File: config.mk
export PLATFORM = sky130hd
export DESIGN_NAME = demux_tdm_1_4
export DESIGN_NICKNAME = d
export VERILOG_FILES = /design/src/rtl/demux_tdm_1_4.sv
export SDC_FILE = /design/constraint.sdc
export NUM_CORES = 1
export LEC_CHECK = 0
export ABC_CLOCK_PERIOD_IN_PS = 2400
export CORE_AREA = 2 2 39 41
export DETAILED_ROUTE_END_ITERATION = 16
export DIE_AREA = 0 0 41 43
export PLACE_DENSITY = 0.71
export SYNTH_ARGS = -nofsm -noshare
export SYNTH_HDL_FRONTEND = slang
export SYNTH_SLANG_ARGS = --single-unit
File: constraint.sdc
create_clock -name clk -period 2.4 [get_ports clk]
set_clock_uncertainty 0.2 [all_clocks]
set_input_delay 0.48 -clock clk [delete_from_list [all_inputs] [get_ports clk]]
set_output_delay 0.48 -clock clk [all_outputs]
set_load 0.02 [all_outputs]
File: src/rtl/demux_tdm_1_4.sv
// demux_tdm_1_4: receive end of a 4:1 TDM link.
// Slot k of a frame carries lane k. The frame start is marked by sync on the
// slot-0 sample. Slots 0..2 are collected in shadow registers. The lanes are
// updated in one step when slot 3 arrives, so a partial frame never reaches
// the outputs.
//
// state | meaning
// ------+-------------------------------------------------------------
// HUNT  | no frame alignment; wait for an enabled sample with sync=1
// LOCK  | aligned; s is the slot expected at the next enabled sample
module demux_tdm_1_4 #(
  parameter int WIDTH = 1
) (
  input  logic             clk,
  input  logic             rst_n,
  input  logic [WIDTH-1:0] d,
  input  logic             en,
  input  logic             sync,
  output logic [WIDTH-1:0] y_0,
  output logic [WIDTH-1:0] y_1,
  output logic [WIDTH-1:0] y_2,
  output logic [WIDTH-1:0] y_3,
  output logic [1:0]       s,
  output logic             valid,
  output logic             locked,
  output logic             err
);

  localparam logic [0:0] HUNT = 1'b0;
  localparam logic [0:0] LOCK = 1'b1;

  logic [0:0]       state;
  logic [WIDTH-1:0] sh_0;
  logic [WIDTH-1:0] sh_1;
  logic [WIDTH-1:0] sh_2;

  // Slot 3 is copied straight from d to y_3 on the completing edge, so it
  // needs no shadow register of its own.

  // Frame alignment FSM, slot counter, shadow capture and lane update.
  always_ff @(posedge clk or negedge rst_n) begin
    if (!rst_n) begin
      state <= HUNT;
      s     <= 2'd0;
      sh_0  <= '0;
      sh_1  <= '0;
      sh_2  <= '0;
      y_0   <= '0;
      y_1   <= '0;
      y_2   <= '0;
      y_3   <= '0;
      valid <= 1'b0;
      err   <= 1'b0;
    end else begin
      valid <= 1'b0;
      err   <= 1'b0;
      if (en) begin
        case (state)
          HUNT: begin
            if (sync) begin
              sh_0  <= d;
              s     <= 2'd1;
              state <= LOCK;
            end else begin
              s <= 2'd0;
            end
          end
          LOCK: begin
            if (sync) begin
              // A marker at s!=0 is early. Restart the frame from this
              // sample and keep the lock.
              if (s != 2'd0) begin
                err <= 1'b1;
              end
              sh_0 <= d;
              s    <= 2'd1;
            end else begin
              case (s)
                2'd0: begin
                  // The slot-0 marker is missing, so alignment is lost.
                  err   <= 1'b1;
                  state <= HUNT;
                  s     <= 2'd0;
                end
                2'd1: begin
                  sh_1 <= d;
                  s    <= 2'd2;
                end
                2'd2: begin
                  sh_2 <= d;
                  s    <= 2'd3;
                end
                default: begin
                  y_0   <= sh_0;
                  y_1   <= sh_1;
                  y_2   <= sh_2;
                  y_3   <= d;
                  valid <= 1'b1;
                  s     <= 2'd0;
                end
              endcase
            end
          end
          default: begin
            state <= HUNT;
            s     <= 2'd0;
          end
        endcase
      end
    end
  end

  // locked is a direct copy of the state register, with no logic in the path.
  assign locked = (state == LOCK);

endmodule
Word-level counts from Yosys, hierarchy flattened

Index checks and enable logic that the tools add are counted.

Register bits after elaboration: 12
Input port bits: 5
Output and inout port bits: 9
Word-level logic and storage cells: 41

Equal/unequal tests: 2
Bitwise gates (word level): 3
Reduce and logical (&&, ||, !) cells: 7
Multiplexer cells: 18

Operators by type and width:

| kind                                                | count |
|---|---|
| 2-to-1 mux 1 bit                                    | 14 |
| AND reduction 4 bit                                 | 3 |
| one-hot mux 2 bit (2 select lines)                  | 2 |
| inverter 1 bit                                      | 3 |
| OR reduction 3 bit                                  | 1 |
| equality test 2 x 1 -> 1 bit, second input constant | 1 |
| equality test 2 bit, second input constant          | 1 |
| zero test 2 bit                                     | 1 |
| 2-to-1 mux 2 bit                                    | 1 |
| one-hot mux 1 bit (2 select lines)                  | 1 |
| AND reduction 2 bit                                 | 1 |
| nonzero test 2 bit                                  | 1 |

Longest topological paths before layout

Word-level depth: 6
Depth in mapped cells: 4
Gate-level depth less buffers: 4

Least setup slack after synthesis

Ideal clock, no wire load.

Path type: flip-flop to flip-flop
Start: register s[0]
End: register sh_2
Path buffers: 0
Path slack: 0.882 ns
Stages on the path, launching flop included: 5
Arrival: 1.191 ns
Cells stage by stage: dfrtp_1 -> inv_1 -> ha_1 -> nand4b_1 -> mux2_1

Word-level cells in the longest chain between the ends: 2

RTL lines:

| element                              | line | source |
|---|---|---|
| start, declared                      | 23   | `output logic [1:0] s,` |
| start signal, assigned               | 44   | `s <= 2'd0;` |
| start signal, assigned               | 62   | `s <= 2'd1;` |
| start signal, assigned               | 65   | `s <= 2'd0;` |
| equality test 2 bit                  | 78   | `case (s)` |
| AND reduction 4 bit (no source line) | -    |  |
| end signal, assigned                 | 47   | `sh_2 <= '0;` |
| end signal, assigned                 | 90   | `sh_2 <= d;` |
| end, declared                        | 35   | `logic [WIDTH-1:0] sh_2;` |

Every way passes these cells.
A chain may end at the register's enable or synchronous reset.

Worst setup path in the final report

Start: register state (netlist: locked)
End: output locked

RTL lines:

| element                | line | source |
|---|---|---|
| start, declared        | 32   | `logic [0:0] state;` |
| start signal, assigned | 43   | `state <= HUNT;` |
| start signal, assigned | 63   | `state <= LOCK;` |
| start signal, assigned | 82   | `state <= HUNT;` |
| end, declared          | 25   | `output logic locked,` |

No word-level cell between the ends.

==> out/results.txt <==
gr usage total - 0.128
Routed WL per cell - 12.4 um
Fin. Hold Viols - 0
worst skew pair latency - 0.28 ns
clk slew on worst S/H paths - 0.08 ns
crit path max-delay cell type - clkdlybuf4s50_1
CP bufs+invs - 1
Post-Synthesis Cells - 43
WS Path Type - register to primary output
Switch Pwr - 218 uW
final hold slack - 0.286 ns
Fin Setup TNS - 0 ns
drt via density - 4.84
Initial Util - 0.410
register area share after synthesis - 0.530
Clock power frac - 0.238
H-tree depth - 1
Post-DP HPWL - 699 um
Sw Share - 0.315
Iteration-0 DRC Markers - 1
DRT Wirelength - 921 um
DIE HEIGHT - 43 um
Final period util - 0.894
P per Cell Area - 945 nW/um^2
core area - 1380 um^2
row count - 14
RSZ-0062 raised after global routing - no
Reg power frac - 0.431
Post-layout nets - 69
Peak VDD IR - 476 uV
total CTS buffers - 3
fill count - 130
worst-margin pin slew - 0.552 ns
Mapped Area - 567 um^2
Critical Path RT - 1.72 ns
status - completed
Slew Limit Fails - 0
synthesized area per cell - 13.2 um^2
CTS sink count - 12
#FFs+latches synth - 12
Die X - 41 um
P_int - 475 uW
PnR Total Power - 694 uW
fin crit period - 2.15 ns
postcts setup bufs - 0
crit path cell chain - clkdlybuf4s50_1
hold crit path type - register to register
CTS tree - built
CP peak stage delay - 0.67 ns
IO Count - 14
DRT Pass-1 Iters - 4
Worst EP arrival - 1.47 ns
largest net degree at the start of global routing - 13
CTS Buffer Depth - 2
Syn-to-layout area delta - 29.6%
number of global-route vias before repair - 341
critical path endpoint category - primary output
largest area contributor in the netlist - dfrtp_1
Ys Warns - 0
Congestion Overflow GR - 0
DRC violations left - 0
top cells by area, synth - dfrtp_1 (53%), mux2_1 (12%), ha_1 (11%)
CTS Hold Buffers Added - 0
Comb power frac - 0.332
Distinct cells, synth - 14
Port Buffers - 13
full die area - 1760 um^2
number of max-cap violations - 0
n_diodes - 0
Worst setup SP type - register
CP delay by family, top - buffers and inverters
Max Fclk - 0.466 GHz
final setup fails - 0
layout cells sized above 1 - 0.103
syn nets - 53
Lkg Pwr - 0.348 nW
routed vias - 358
global placer's final weighted congestion - 0.751
antenna violations before repair - 0
CTS resizes - 0
Synth top area share - 0.530
Root Driver - clkbuf_4
first-pass GRT wire length - 1440 um
ANT nets after route - 0
critical path fanouts, max - 9
slew margin rel. - 0.631
-- metrics by stage --
stage / utilization / instances / cell area (um^2) / setup WS [ns]
after detailed placement: 0.505 / 70 / 698 / 0.353
after CTS: 0.531 / 74 / 734 / 0.247
after floorplan: - / 43 / 567 / 0.882
after global routing: 0.531 / 74 / 734 / 0.200
after global placement: 0.505 / 70 / 698 / 0.363
final: 0.531 / 74 / 734 / 0.254
-- placed cells by master, fill, tap and decap left out --
| cell | Yosys | routed |
|---|---|---|
| clkdlybuf4s50_1 | 0 | 13 |
| clkbuf_8 | 0 | 1 |
| nand4b_1 | 3 | 3 |
| mux2_1 | 6 | 6 |
| a31oi_1 | 1 | 1 |
| a21oi_1 | 3 | 3 |
| dfrtp_1 | 12 | 12 |
| inv_1 | 4 | 4 |
| ha_1 | 5 | 5 |
| mux2_2 | 1 | 1 |
| o21ai_0 | 1 | 1 |
| nand4b_4 | 1 | 1 |
| clkbuf_4 | 0 | 3 |
| nand2_1 | 2 | 2 |
| nor2_1 | 2 | 2 |
-- final timing paths --
kind / start / endpoint / slack [ns] / cells past startpoint
max in group asynchronous: rst_n / s[1] / 1.28 / 1
worst min-delay path: sh_0 / y_0 / 0.29 / 1
worst max register to register: s[0] / sh_2 / 0.93 / 4
worst max-delay path: locked / locked / 0.25 / 1
worst min register to register: sh_0 / y_0 / 0.29 / 1
min in group asynchronous: rst_n / y_1 / 0.35 / 1
-- power by group through the flow --
| stage | combinational [mW] | clock, mW | sequential (mW) |
|---|---|---|---|
| 2_1_floorplan | 0.0767 | 0 | 0.349 |
| 3_3_place_gp | 0.229 | 0 | 0.304 |
| 3_5_place_dp | 0.233 | 0 | 0.305 |
| 4_1_cts | 0.233 | 0.166 | 0.301 |
| 5_1_grt | 0.251 | 0.171 | 0.309 |
| 6_report | 0.230 | 0.165 | 0.299 |
-- registers in the layout (all words and copies together), names as in the netlist --
register and cells:
err 1, sh_0 1, y_3 1, y_1 1, s 2, y_2 1
sh_2 1, sh_1 1, locked 1, y_0 1, valid 1
-- routing by layer --
layer | GRT usage | part of all wire | up-vias
met4 | 0.100 | 0.043 | 0
met1 | 0.175 | 0.48 | 166
met3 | 0.0314 | 0.049 | 5
li1 | - | - | 177
met2 | 0.166 | 0.43 | 10
met5 | 0 | 0 | -
-- synth_stat cells --
master	n
buf_6	1
mux2_2	1
inv_1	4
a21oi_1	3
nand4b_4	1
mux2_1	6
o21ai_0	1
nor2_1	2
dfrtp_1	12
nand2_1	2
a31oi_1	1
ha_1	5
buf_4	1
nand4b_1	3
-- final cells by class --
type                            count  area (um^2)  share of cell area
Clock buffer                        4         36.3              0.0494
Inverter                            4         15.0              0.0204
Multi-Input combinational cell     25          233               0.317
Sequential cell                    12          300               0.409
Tap cell                           16         20.0              0.0273
Timing Repair Buffer               13          130               0.177
-- logic make-up after synthesis --
family | count (synthesis) | synth area share
DFF | 12 | 0.530
muxes | 7 | 0.139
buffers and inverters | 6 | 0.0596
and+or+nand+nor | 8 | 0.115
AOI/OAI and AO/OA | 5 | 0.0463
adders and majority gates | 5 | 0.110
Power figures use the tool's default switching activity.
